**src/rtl/fifo_rr_scheduler.sv**
```systemverilog
// Round-robin write arbiter and latency-absorbing read sequencer for a shared BRAM FIFO.
// Producer words are tagged with their source index; the read side streams one word per cycle.
module fifo_rr_scheduler #(
    parameter int N_REQ    = 4,
    parameter int DATA_LEN = 8,
    parameter int ID_W     = $clog2(N_REQ)
) (
    input  logic                      clk,
    input  logic                      rst_n,
    input  logic [N_REQ-1:0]          req_valid,
    input  logic [N_REQ*DATA_LEN-1:0] req_data,
    output logic [N_REQ-1:0]          req_ready,
    output logic                      fifo_push,
    output logic [ID_W+DATA_LEN-1:0]  fifo_indata,
    input  logic                      fifo_full,
    input  logic                      fifo_empty,
    output logic                      fifo_pop,
    input  logic [ID_W+DATA_LEN-1:0]  fifo_outdata,
    output logic                      out_valid,
    output logic [DATA_LEN-1:0]       out_data,
    output logic [ID_W-1:0]           out_src,
    input  logic                      out_ready
);

    localparam int W = ID_W + DATA_LEN;

    logic [ID_W-1:0]     rr_ptr;
    logic [ID_W-1:0]     grant_idx;
    logic                grant_any;
    logic [ID_W:0]       sum;
    logic [DATA_LEN-1:0] grant_data;

    logic [1:0]   occ;
    logic         inflight;
    logic [W-1:0] ob_head;
    logic [W-1:0] ob_tail;
    logic         retire;
    logic [2:0]   pend;

    // Walk candidates from the farthest offset down so the nearest one to rr_ptr wins.
    always_comb begin
        grant_any = 1'b0;
        grant_idx = '0;
        sum       = '0;
        for (int k = N_REQ - 1; k >= 0; k--) begin
            sum = {1'b0, rr_ptr} + (ID_W+1)'(k);
            if (sum >= (ID_W+1)'(N_REQ))
                sum = sum - (ID_W+1)'(N_REQ);
            if (req_valid[sum[ID_W-1:0]]) begin
                grant_any = 1'b1;
                grant_idx = sum[ID_W-1:0];
            end
        end
        grant_any = grant_any & rst_n & ~fifo_full;
    end

    always_comb begin
        grant_data = '0;
        for (int k = 0; k < N_REQ; k++) begin
            if (grant_idx == ID_W'(k))
                grant_data = req_data[k*DATA_LEN +: DATA_LEN];
        end
    end

    assign req_ready   = grant_any ? (N_REQ'(1) << grant_idx) : '0;
    assign fifo_push   = grant_any;
    assign fifo_indata = {grant_idx, grant_data};

    // Counting the in-flight word reserves its buffer slot before it returns.
    assign retire    = out_valid & out_ready;
    assign pend      = {1'b0, occ} + {2'b00, inflight};
    assign fifo_pop  = rst_n & ~fifo_empty & (pend < (3'd2 + {2'b00, retire}));
    assign out_valid = (occ != 2'd0);
    assign {out_src, out_data} = ob_head;

    always_ff @(posedge clk or negedge rst_n) begin
        if (!rst_n) begin
            rr_ptr   <= '0;
            inflight <= 1'b0;
            occ      <= 2'd0;
            ob_head  <= '0;
            ob_tail  <= '0;
        end else begin
            inflight <= fifo_pop;
            if (fifo_push)
                rr_ptr <= (grant_idx == ID_W'(N_REQ - 1)) ? '0 : grant_idx + ID_W'(1);
            case ({inflight, retire})
                2'b10: begin
                    if (occ == 2'd0)
                        ob_head <= fifo_outdata;
                    else
                        ob_tail <= fifo_outdata;
                    occ <= occ + 2'd1;
                end
                2'b01: begin
                    ob_head <= ob_tail;
                    occ     <= occ - 2'd1;
                end
                2'b11: begin
                    if (occ == 2'd1) begin
                        ob_head <= fifo_outdata;
                    end else begin
                        ob_head <= ob_tail;
                        ob_tail <= fifo_outdata;
                    end
                end
                default: ;
            endcase
        end
    end

endmodule

```
**config.mk**
```make
export PLATFORM = sky130hd
export DESIGN_NAME = fifo_rr_scheduler
export DESIGN_NICKNAME = d
export VERILOG_FILES = /design/src/rtl/fifo_rr_scheduler.sv
export SDC_FILE = /design/constraint.sdc
export NUM_CORES = 1
export LEC_CHECK = 0
export BUFFER_PORTS_ARGS = -buffer_cell sky130_fd_sc_hd__buf_2
export CAP_MARGIN = 10
export CORE_MARGIN = 2
export CORE_UTILIZATION = 48
export CTS_BUF_LIST = sky130_fd_sc_hd__clkbuf_4 sky130_fd_sc_hd__clkbuf_8
export DETAILED_ROUTE_END_ITERATION = 12
export PLACE_DENSITY = 0.83
export SETUP_SLACK_MARGIN = 0.1
export SYNTH_ARGS = -nofsm -noshare
export SYNTH_HDL_FRONTEND = slang
export SYNTH_SLANG_ARGS = --single-unit
```
**constraint.sdc**
```tcl
create_clock -name clk -period 3.2 [get_ports clk]
set_input_delay 0.64 -clock clk [delete_from_list [all_inputs] [get_ports clk]]
set_output_delay 0.64 -clock clk [all_outputs]
set_load 0.1 [all_outputs]
```
# After elaboration in Yosys (flattened, before gate mapping)
# Index checks and enable logic that the tools add are counted.
[totals] out_inout_bits=27 input_bits=51 elab_cells=85 regBits=25
[op_classes] muxes=33 eq_ne=10 order_cmp=9 n_addsub=12 shift=1 n_reduce_logical=8 bitwise=7
[op_table] cell="10-bit 2-to-1 mux" count=4
[op_table] cell="8-bit 2-to-1 mux" count=4
[op_table] cell="10-bit one-hot mux with 3 select lines" count=1
[op_table] cell="10-bit one-hot mux with 2 select lines" count=1
[op_table] cell="2-bit 2-to-1 mux" count=9
[op_table] cell="2-bit by 3-bit less-than comparator with 1-bit output (second input constant)" count=4
[op_table] cell="2-bit by 1-bit subtractor with 2-bit output (second input constant)" count=5
[op_table] cell="3-bit greater-or-equal comparator (second input constant)" count=3
[op_table] cell="1-bit binary-select mux with 2-bit select" count=4
[op_table] cell="2-bit equality test (second input constant)" count=4
[op_table] cell="1-bit 2-to-1 mux" count=8
[op_table] cell="2-bit by 2-bit adder with 3-bit output (second input constant)" count=2
[op_table] cell="2-bit by 1-bit equality test with 1-bit output (second input constant)" count=3
[op_table] cell="2-bit inequality test (second input constant)" count=3
[op_table] cell="2-bit nonzero test" count=3
[op_table] cell="1-bit AND" count=5
[op_table] cell="2-bit by 1-bit adder with 2-bit output (second input constant)" count=2
[op_table] cell="2-bit logical NOT" count=2
[op_table] cell="4-bit 2-to-1 mux" count=1
[op_table] cell="2-bit one-hot mux with 2 select lines" count=1
[op_table] cell="1-bit by 2-bit << shifter with 4-bit output (first input constant)" count=1
[op_table] cell="2-bit by 1-bit adder with 3-bit output" count=1
[op_table] cell="2-bit by 1-bit adder with 3-bit output (first input constant)" count=1
[op_table] cell="2-bit by 1-bit adder with 3-bit output (second input constant)" count=1
[op_table] cell="6 further kinds" count=7

# Logic depth before layout (Yosys ltp)
# Gate-level depths: netlist of the first run.
[logic_depth] word_depth=14 mapped_depth=9 ltp_nobuf=8

# Least setup slack after synthesis of the first run
# Ideal clock, no wire load.
[synth_path] path_type="input port to output port" from="in req_valid[2]" to="out fifo_indata[0]" arrival_ns=6.127 required_ns=2.560 path_stages=7 setup_slack_ns=-3.567 path_buffers=1 cell_sequence="mux2i_1 > nor2_1 > nor3_1 > ha_1 > clkbuf_1 > a221oi_1 > o31ai_1"
[synth_via] elab_chain_len=11 word_cells_on_any_way=20 cone_classes="3 x eq/ne; 16 x mux; 1 x reduce/logical"
[synth_rtl] element="start, declared" line_no="10" source="input logic [N_REQ-1:0] req_valid,"
[synth_rtl] element="1-bit binary-select mux with 2-bit select" line_no="49" source="if (req_valid[sum[ID_W-1:0]]) begin"
[synth_rtl] element="1-bit 2-to-1 mux (implied by the code)" line_no="49"
[synth_rtl] element="2-bit 2-to-1 mux (3 in a row)" line_no="49"
[synth_rtl] element="2-bit 2-to-1 mux *" line_no="49"
[synth_rtl] element="via fifo_indata[8]" line_no="14" source="output logic [ID_W+DATA_LEN-1:0] fifo_indata,"
[synth_rtl] element="2-bit logical NOT" line_no="60" source="if (grant_idx == ID_W'(k))"
[synth_rtl] element="8-bit 2-to-1 mux (3 in a row)" line_no="60"
[synth_rtl] element="8-bit 2-to-1 mux *" line_no="60"
[synth_rtl] element="end, declared" line_no="14"
# The timed path passes the listed nets; every way through them passes the cells marked *. The select of a mux whose other input is x is not followed.

# Worst setup path in the final report of the first run
[layout_path] from="reg rr_ptr[1]" to="out fifo_indata[0]"
[layout_via] elab_chain_len=14 word_cells_on_any_way=35 cone_classes="7 x add/sub; 4 x order compare; 3 x eq/ne; 20 x mux; 1 x reduce/logical"
[layout_rtl] element="start, declared" line_no="27" source="logic [ID_W-1:0] rr_ptr;"
[layout_rtl] element="start signal, assigned" line_no="86" source="rr_ptr <= (grant_idx == ID_W'(N_REQ - 1)) ? '0 : grant_idx + ID_W'(1);"
[layout_rtl] element="2-bit by 2-bit adder with 3-bit output" line_no="46" source="sum = {1'b0, rr_ptr} + (ID_W+1)'(k);"
[layout_rtl] element="3-bit greater-or-equal comparator or 2-bit by 1-bit subtractor with 2-bit output (tied branches)" line_no="47, 48"
[layout_rtl] element="2-bit 2-to-1 mux" line_no="47" source="if (sum >= (ID_W+1)'(N_REQ))"
[layout_rtl] element="1-bit binary-select mux with 2-bit select" line_no="49"
[layout_rtl] element="1-bit 2-to-1 mux (implied by the code)" line_no="49"
[layout_rtl] element="2-bit 2-to-1 mux (3 in a row)" line_no="49"
[layout_rtl] element="2-bit 2-to-1 mux *" line_no="49"
[layout_rtl] element="2-bit logical NOT" line_no="60"
[layout_rtl] element="8-bit 2-to-1 mux (3 in a row)" line_no="60"
[layout_rtl] element="8-bit 2-to-1 mux *" line_no="60"
# Every way passes the cells marked *; elsewhere a longest branch is shown, timed or not. The select of a mux whose other input is x is not followed.

==> results of run 1 <==
[routing by layer]
layer | wire [µm] | vias to the layer above | track usage, % | share of wire [%]
li1 | - | 811 | - | -
met1 | 1830 | 782 | 25.9 | 42
met2 | 2240 | 66 | 43.8 | 51
met3 | 254 | 9 | 3.11 | 5.8
met4 | 41 | 0 | 6.99 | 0.94
met5 | 0 | - | 0 | 0
[worst max-delay path: cells and delay by family, from the launching register on]
family,cells,cell delay (ns)
flops,1,0.47
fa+ha+maj,1,0.16
buf+inv,2,0.37
compound gates,3,0.56
simple gates,3,0.63
[stage by stage]
step / TNS (ns) / utilization [%] / hold WS [ns] / instances / setup slack [ns]
after floorplan: -5.28 / - / 0.344 / 174 / -0.611
after global placement: -0.361 / 73.0 / 0.480 / 297 / -0.0611
after detailed placement: -1.05 / 73.0 / 0.488 / 297 / -0.161
after CTS: 0 / 77.9 / 0.319 / 312 / 0.0543
after global routing: -0.250 / 77.9 / 0.345 / 312 / -0.0573
final: 0 / 77.9 / 0.315 / 312 / 0.0568
[kinds of logic (layout without fill, tap and decap cells)]
| kind of cell | after synthesis | in the layout | synth area share (%) |
|---|---|---|---|
| and+or+nand+nor | 47 | 47 | 14.4 |
| DFF | 25 | 25 | 38.8 |
| adders and majority gates | 11 | 11 | 8.54 |
| AOI/OAI and AO/OA | 57 | 57 | 22.9 |
| buffers and inverters | 19 | 111 | 4.97 |
| muxes | 13 | 13 | 9.24 |
| xor gates and xnor gates | 2 | 2 | 1.09 |
[cells in the mapped netlist, drive strengths merged (7+ instances only)]
library cell,instances
o31ai,8
a221oi,8
nor2b,10
inv,7
nor2,15
o21ai,22
nand2,10
ha,11
a31oi,10
dfrtp,25
clkbuf,9
mux2,12
[cell usage in the layout, fill, tap and decap left out, types with 2 or more instances in the layout]
cell,n
buf_2,66
dfrtp_1,24
o21ai_0,22
buf_4,21
nor2_1,15
buf_12,12
mux2_2,11
nand2_1,10
a31oi_1,10
nor2b_1,9
ha_1,9
o31ai_4,8
inv_1,7
a221oi_2,4
a221oi_1,4
clkbuf_4,3
nand2b_1,2
a21oi_1,2
and3_1,2
and2_4,2
and2_2,2
xnor2_1,2
ha_2,2
[cell type report]
| cell class | instances | area, µm² |
|---|---|---|
| flip-flops and latches | 25 | 627 |
| well taps | 46 | 57.6 |
| clock inverters | 1 | 5.00 |
| fillers | 208 | 726 |
| repair buffers | 100 | 739 |
| multi-input cells | 130 | 1080 |
| inverters | 7 | 26.3 |
| clock buffers | 3 | 22.5 |
[registers in the layout, indices dropped and copies added (netlist names)]
register / count
rr_ptr: 2
occ: 2
inflight: 1
ob_head: 10
ob_tail: 10
[final timing paths]
kind	startpoint	end	slack, ns	cells past startpoint
worst max-delay path	rr_ptr[1]$_DFFE_PN0P_	fifo_indata[0]	0.06	9
worst min-delay path	rst_n	ob_head[3]$_DFFE_PN0P_	0.31	2
worst max register to register	occ[0]$_DFFE_PN0P_	ob_tail[0]$_DFFE_PN0P_	0.70	8
worst min register to register	ob_tail[1]$_DFFE_PN0P_	ob_tail[1]$_DFFE_PN0P_	0.52	1
max in group asynchronous	rst_n	rr_ptr[1]$_DFFE_PN0P_	2.62	2
min in group clk	ob_tail[1]$_DFFE_PN0P_	ob_tail[1]$_DFFE_PN0P_	0.52	1
[what timing repair did]
item,CTS,global route
setup endpoints to repair,8,8
pin swaps,1,1
hold buffers,0,0
cloned,0,0
buffers inserted,11,0
endpoints found under the hold margin,0,0
gates resized for setup,12,0
==> summary.md, run 1 <==
| Metric | Value |
|---|---|
| Outcome | `finished, final reports clean` |
| Clk_lat worst skew | `0.31 ns` |
| RSZ-0062 raised after global routing | `yes` |
| Initial drt markers | `58` |
| DIE AREA | `0.00384 mm²` |
| Vias | `1668` |
| Nets | `329` |
| Std cell rows | `21` |
| WL per Instance | `14.0 µm` |
| Die height | `61.9 µm` |
| Register area share after synthesis | `38.8%` |
| GPL Wtd Cong | `0.782` |
| Worst-margin pin slew | `0.655 ns` |
| Vias/cell | `5.35` |
| First drt pass iteration count | `4` |
| Root buf cell | `clkbuf_4` |
| Layout cells sized above 1 | `53.0%` |
| Area grow syn2layout | `58.8%` |
| Peak Freq | `0.318 GHz` |
| Required @ worst endpoint | `2.56 ns` |
| Final slew viol count | `0` |
| Slowest CP cell | `dfrtp_2` |
| Post-placement cell area | `0.00240 mm²` |
| Yosys top cell area share | `38.8%` |
| Crit-path max cell delay | `0.47 ns` |
| Post-route ant nets | `0` |
| Initial Utilization | `49.1%` |
| Cells after Synth | `174` |
| Max Root-Sink Buffers | `2` |
| Boundary Pins | `78` |
| Slew HR | `56.3%` |
| Cts bufs inserted | `3` |
| CTS tree | `done` |
| Ys flop type | `dfrtp_1` |
| Core Box Area | `0.00328 mm²` |
| CP Launch Type | `flip-flop` |
| Setup CP Type | `flip-flop to output pin` |
| Post-synth design cell area | `0.00161 mm²` |
| Global-route wire length before repair | `6620 µm` |
| WL final | `4360 µm` |
| Arrival time worst endpoint | `2.50 ns` |
| # setup viols final | `0` |
| Worst min path class | `primary input to async pin` |
| YS warnings | `0` |
| Final Cycle Share | `98.2%` |
| Max-cap viol count | `0` |
| Clock sink count | `25` |
| CP Cell Sequence | `nand2b_1, a21oi_2, or3_4, ha_1, nor2b_4, a221oi_1, buf_4, o31ai_4, buf_12` |
| IO Port Bufs | `77` |
| Worst-path clk slew | `0.13 ns` |
| Worst Setup End Kind | `output pin` |
| Number of synthesized register bits | `25` |
| Mean post-synth cell area | `9.26 µm²` |
| Top post-synthesis cells by area | `dfrtp_1, ha_1, mux2_2` |
| Overflow after GRT | `0` |
| Hpwl dp | `3380 µm` |
| Design area | `0.00256 mm²` |
| Final Hold Fails | `0` |
| Yosys cell types | `32` |
| Antenna diode count | `0` |
| EDFF count, synth | `0` |
| DRC Markers | `0` |
| GRT Total Usage | `22.8%` |
| Die X | `61.9 µm` |
| Syn_nets | `236` |
| Post-layout min period | `3.14 ns` |
| H-tree depth | `1` |
| Largest net degree at the start of global routing | `28` |
| Initial antenna violation count | `0` |
| Async SR Flop Fraction | `100%` |
| Dominant cell type by area after synthesis | `dfrtp_1` |
| Number of global-route vias before repair | `1627` |
| CP max FO | `8` |
| Clock skew | `0.00240 ns` |
Power of run 1 is left out: the tool's default activity adds up to more than one toggle a clock period on the data nets, which glitch-free logic cannot reach.
==> run 2: changes to the inputs <==
--- a/config.mk
+++ b/config.mk
@@ -5,14 +5,16 @@
 export SDC_FILE = /design/constraint.sdc
 export NUM_CORES = 1
 export LEC_CHECK = 0
+export ABC_AREA = 1
 export BUFFER_PORTS_ARGS = -buffer_cell sky130_fd_sc_hd__buf_2
 export CAP_MARGIN = 10
 export CORE_MARGIN = 2
-export CORE_UTILIZATION = 48
+export CORE_UTILIZATION = 49
 export CTS_BUF_LIST = sky130_fd_sc_hd__clkbuf_4 sky130_fd_sc_hd__clkbuf_8
 export DETAILED_ROUTE_END_ITERATION = 12
-export PLACE_DENSITY = 0.83
+export PLACE_DENSITY = 0.82
 export SETUP_SLACK_MARGIN = 0.1
+export SKIP_CTS_REPAIR_TIMING = 1
 export SYNTH_ARGS = -nofsm -noshare
 export SYNTH_HDL_FRONTEND = slang
 export SYNTH_SLANG_ARGS = --single-unit
==> constraint.sdc (replaced) <==
create_clock -name clk -period 3.6 [get_ports clk]
set_input_delay 0.72 -clock clk [delete_from_list [all_inputs] [get_ports clk]]
set_output_delay 0.72 -clock clk [all_outputs]
set_load 0.1 [all_outputs]
==> summary.md, run 2 <==
| Metric | Value |
|---|---|
| Outcome | `finished, final reports clean` |
| Worst min path class | `primary input to async pin` |
| CP Launch Type | `flip-flop` |
| WL final | `5460 µm` |
| GPL Wtd Cong | `0.877` |
| Yosys top cell area share | `35.2%` |
| CP Cell Sequence | `clkinv_4, nand2_4, nand2_4, nand2_2, nand2_2, o21ai_1, nand2_1, nand2_4, clkinvlp_4, ha_4, nor2_4, nand2_1, nand2_1, o21ai_1, o21ai_4, buf_12` |
| Top post-synthesis cells by area | `dfrtp_1, nand2_1, o21ai_0` |
| Worst hold slack | `0.395 ns` |
| # setup viols final | `0` |
| Post-placement cell area | `0.00255 mm²` |
| IO Port Bufs | `77` |
| Worst Setup End Kind | `output pin` |
| Boundary Pins | `78` |
| Cts bufs inserted | `3` |
| Nets | `406` |
| Global-route wire length before repair | `7820 µm` |
| Area grow syn2layout | `55.8%` |
| CP max FO | `8` |
| Die X | `64.3 µm` |
| Yosys cell types | `23` |
| Largest net degree at the start of global routing | `26` |
| Final slew viol count | `0` |
| Slew HR | `48.4%` |
| Reg2reg setup slack | `1.00 ns` |
| WL per Instance | `14.0 µm` |
| Setup CP Type | `flip-flop to output pin` |
| Overflow after GRT | `0` |
| First drt pass iteration count | `4` |
| Max-cap viol count | `0` |
| Initial drt markers | `118` |
| YS warnings | `0` |
| Hpwl dp | `3710 µm` |
| Clock sink count | `25` |
| Vias | `2014` |
| Design area | `0.00277 mm²` |
| Post-layout min period | `3.55 ns` |
| Clk_lat worst skew | `0.31 ns` |
| Crit Reg-Reg Startpoint | `occ[0]$_DFFE_PN0P_` |
| Required @ worst endpoint | `2.88 ns` |
| Mean post-synth cell area | `6.98 µm²` |
| Root buf cell | `clkbuf_4` |
| Peak Freq | `0.282 GHz` |
| Cells after Synth | `255` |
| Post-route ant nets | `0` |
| Final TNS setup | `0 ns` |
| Clock skew | `0.00329 ns` |
| Most frequent cells in the layout | `buf_2, nand2_1, inv_1, dfrtp_1, o21ai_0` |
| Async SR Flop Fraction | `100%` |
| CTS tree | `done` |
| Core Box Area | `0.00342 mm²` |
| Vias/cell | `5.18` |
| Final Cycle Share | `98.6%` |
| Worst r2r path cells | `10` |
| DRC Markers | `0` |
| Worst-path clk slew | `0.13 ns` |
| Std cell rows | `21` |
| Max Root-Sink Buffers | `2` |
| H-tree depth | `1` |
| Antenna diode count | `0` |
| Slowest CP cell | `dfrtp_2` |
| R2R Path End | `ob_head[2]$_DFFE_PN0P_` |
| Initial Utilization | `52.1%` |
| Syn_nets | `317` |
| Worst-margin pin slew | `0.774 ns` |
| Number of global-route vias before repair | `1815` |
| Biggest regs | `ob_head: 10 flops, ob_tail: 10 flops` |
| Most frequent cell after synthesis | `nand2_1` |
| EDFF count, synth | `0` |
| Dominant cell type by area after synthesis | `dfrtp_1` |
| Ys flop type | `dfrtp_1` |
| DIE AREA | `0.00413 mm²` |
| Register area share after synthesis | `35.2%` |
| Core Util, Final | `81.2%` |
| Post-synth design cell area | `0.00178 mm²` |
| Filler cell count | `235` |
| Die height | `64.3 µm` |
| RSZ-0062 raised after global routing | `yes` |
| Number of synthesized register bits | `25` |
| Synth top cells by count | `nand2_1, o21ai_0, inv_1` |
| Crit-path max cell delay | `0.49 ns` |
| Layout cells sized above 1 | `49.6%` |
| Final Hold Fails | `0` |
| GRT Total Usage | `23.6%` |
| Commonest non-fill, non-tap cell in the layout | `buf_2` |
| Arrival time worst endpoint | `2.83 ns` |
| Initial antenna violation count | `0` |
==> run 2: changes by cell type after synthesis, moves of 8 or more <==
cell	delta
or2_2	+10
o31ai_1	-8
o21ai_0	+18
a221oi_1	-8
inv_1	+24
nor2b_1	-10
mux2_2	-11
nand2_1	+51
nand2_2	+12
==> run 2: per-layer routing <==
metal	part of all wire, %	global-route usage [%]	vias to the layer above
li1	-	-	991
met1	40	28.5	943
met2	54	42.3	64
met3	3.3	3.87	16
met4	3.0	7.98	0
met5	0	0	-
==> run 2: kinds of logic (layout without fill, tap and decap cells) <==
group,Yosys count,in the layout,share of synthesized area (%)
simple gates,110,110,27.4
compound gates,63,63,18.6
buf+inv,44,132,10.1
flops,25,25,35.2
fa+ha+maj,11,11,7.74
xor+xnor,2,2,0.985
==> run 2: how the worst max path moves through the flow <==
stage / from / end / depth (start not counted)
floorplan: req_valid[3] / fifo_indata[0] / 13
global placement: req_valid[3] / fifo_indata[7] / 16
detailed placement: req_valid[3] / fifo_indata[7] / 16
CTS: rr_ptr[0]$_DFFE_PN0P_ / fifo_indata[7] / 16
global route: rr_ptr[0]$_DFFE_PN0P_ / fifo_indata[6] / 16
finish: rr_ptr[0]$_DFFE_PN0P_ / fifo_indata[6] / 16
==> run 2: area by class of cell <==
type	instances	area [µm²]	area share, %
clock buffers	4	30.0	1.08
inverters	34	148	5.32
multi-input cells	186	1230	44.5
flip-flops and latches	25	627	22.6
well taps	46	57.6	2.08
repair buffers	94	677	24.4
==> run 2: worst max-delay path, delay by kind of cell, from the launching register on <==
kind / cells / cell delay, ns
AOI/OAI and AO/OA: 3 / 0.43
adders and majority gates: 1 / 0.19
buffers and inverters: 3 / 0.47
DFF: 1 / 0.49
and+or+nand+nor: 9 / 0.95
==> run 2: stage by stage <==
step | instances | worst slack [ns]
after floorplan | 255 | -0.313
after global routing | 389 | -0.112
after global placement | 372 | 0.200
final | 389 | 0.0522
after detailed placement | 372 | 0.132
after CTS | 376 | -0.0962
Power of run 2 is left out for the same reason.
==> run 3: changes to the inputs <==
--- a/config.mk
+++ b/config.mk
@@ -12,6 +12,7 @@
 export CORE_UTILIZATION = 49
 export CTS_BUF_LIST = sky130_fd_sc_hd__clkbuf_4 sky130_fd_sc_hd__clkbuf_8
 export DETAILED_ROUTE_END_ITERATION = 12
+export GPL_TIMING_DRIVEN = 0
 export PLACE_DENSITY = 0.82
 export SETUP_SLACK_MARGIN = 0.1
 export SKIP_CTS_REPAIR_TIMING = 1
==> summary.md, run 3 (synthesized netlist as in run 2, its figures left out) <==
| Metric | Value |
|---|---|
| Outcome | `finished, final reports clean` |
| Post-route setup slack | `0.0294 ns` |
| Met3 Wirelength | `197 µm` |
| Met2 routed WL | `3170 µm` |
| CP Launch Type | `flip-flop` |
| Overflow after GRT | `0` |
| Die height | `64.3 µm` |
| Worst-margin pin slew | `0.697 ns` |
| # setup viols final | `0` |
| Clock sink count | `25` |
| CTS tree | `done` |
| Worst-path clk slew | `0.13 ns` |
| Final Non-Filler Cells | `390` |
| Antenna diode count | `0` |
| Worst hold slack | `0.359 ns` |
| WL per Instance | `14.3 µm` |
| Register Area | `627 µm²` |
| WL final | `5590 µm` |
| Initial antenna violation count | `0` |
| Nets | `407` |
| Std cell rows | `21` |
| Most frequent cells in the layout | `buf_2, nand2_1, dfrtp_1` |
| GRT Total Usage | `22.4%` |
| DRC Markers | `0` |
| Post-route ant nets | `0` |
| R2R Path End | `ob_head[9]$_DFFE_PN0P_` |
| Worst Setup End Kind | `output pin` |
| Cell class contributing the biggest share of worst-path delay | `simple AND/OR/NAND/NOR gates` |
| Final Cycle Share | `99.2%` |
| Crit-path max cell delay | `0.40 ns` |
| M1 WL | `2170 µm` |
| Worst r2r path cells | `10` |
| Boundary Pins | `78` |
| Crit Reg-Reg Startpoint | `occ[0]$_DFFE_PN0P_` |
| Arrival time worst endpoint | `2.85 ns` |
| CP max FO | `8` |
| DIE AREA | `0.00413 mm²` |
| Setup CP Type | `flip-flop to output pin` |
| Worst min path class | `primary input to async pin` |
| GPL Wtd Cong | `0.815` |
| Post-Place Cells | `378` |
| Area grow syn2layout | `59.6%` |
| Biggest regs | `ob_head: 10 flops, ob_tail: 10 flops` |
| Global-route wire length before repair | `7560 µm` |
| Peak Freq | `0.280 GHz` |
| Number of global-route vias before repair | `1830` |
| Worst Path Buf+Inv | `6` |
| H-tree depth | `1` |
| CP Cell Sequence | `buf_6, clkinv_8, nand2_2, nand3_2, nand2_2, inv_1, nand2_2, nand2_1, nand2_2, nand2_4, clkinvlp_4, ha_4, buf_8, nor2_4, nand2_1, nand2_1, o21ai_2, o21ai_4, buf_12` |
| Initial drt markers | `155` |
| Filler cell count | `223` |
| Root buf cell | `clkbuf_4` |
| RSZ-0062 raised after global routing | `yes` |
| Die X | `64.3 µm` |
| Hpwl dp | `3530 µm` |
| DR top layer | `met4` |
| Initial Utilization | `52.1%` |
| Multi-input logic area | `0.00133 mm²` |
| Layout cells sized above 1 | `51.2%` |
| Beginning of the critical path | `rr_ptr[0]$_DFFE_PN0P_` |
| Clk_lat worst skew | `0.32 ns` |
| Slowest CP cell | `dfrtp_1` |
| Vias/cell | `5.24` |
| Vias | `2045` |
| First drt pass iteration count | `4` |
| Reg2reg setup slack | `1.34 ns` |
| Cts bufs inserted | `3` |
| Cell mode on critical path | `nand2_2` |
| Max-cap viol count | `0` |
| Post-layout min period | `3.57 ns` |
| Largest net degree at the start of global routing | `27` |
| IO Port Bufs | `77` |
| Slew HR | `53.6%` |
| Core Box Area | `0.00342 mm²` |
| Max Root-Sink Buffers | `2` |
| Commonest non-fill, non-tap cell in the layout | `buf_2` |
| Clock skew | `0.00184 ns` |
| Post-place setup slack | `-0.358 ns` |
| Final Hold Fails | `0` |
| Required @ worst endpoint | `2.88 ns` |
| Final slew viol count | `0` |
## run 3: cell count changes in the layout (fill, tap and decap cells not counted), moves of 2 or more
| cell | before | now |
|---|---|---|
| nand2_4 | 6 | 15 |
| buf_4 | 14 | 9 |
| buf_12 | 11 | 8 |
| nand2_2 | 17 | 11 |
| o21ai_1 | 4 | 1 |
| a21oi_1 | 9 | 6 |
| nand2_1 | 51 | 48 |
| o21ai_2 | 8 | 10 |
| a21oi_2 | 0 | 2 |
| clkbuf_1 | 0 | 5 |
## run 3: cell type report
type / instances / share of cell area (%)
Sequential cell: 25 / 22.1
Buffer: 9 / 2.03
Multi-Input combinational cell: 186 / 46.7
Inverter: 34 / 5.73
Tap cell: 46 / 2.03
Timing Repair Buffer: 86 / 20.4
Clock buffer: 4 / 1.06
## run 3: worst max-delay path by stage
stage / end / slack [ns] / cells past startpoint
after floorplan: fifo_indata[0] / -0.31 / 13
after global placement: fifo_indata[0] / -0.36 / 14
after detailed placement: fifo_indata[0] / -0.36 / 14
after CTS: fifo_indata[0] / -0.51 / 15
after global routing: fifo_indata[1] / -0.18 / 19
final: fifo_indata[1] / 0.03 / 19
## run 3: worst register-to-register path: stages, from the launching register on
cell,delay [ns]
dfrtp_1,0.44
inv_1,0.07
ha_1,0.19
inv_1,0.10
nand2_1,0.12
inv_1,0.09
ha_1,0.21
nor2_1,0.06
a21oi_1,0.54
or2_2,0.23
a31oi_1,0.08
## run 3: layer usage
| layer | track usage (%) | vias to the layer above |
|---|---|---|
| li1 | - | 996 |
| met1 | 27.6 | 977 |
| met2 | 41.0 | 63 |
| met3 | 2.99 | 9 |
| met4 | 5.59 | 0 |
| met5 | 0 | - |
## run 3: through the flow
step	cell area, µm²	util [%]	setup TNS (ns)
3_3_place_gp	2450	71.6	-3.06
4_1_cts	2480	72.5	-4.41
5_1_grt	2840	83.1	-1.06
3_5_place_dp	2450	71.6	-3.06
2_1_floorplan	2000	-	-2.53
6_report	2840	83.1	0
Power of run 3 is left out for the same reason.
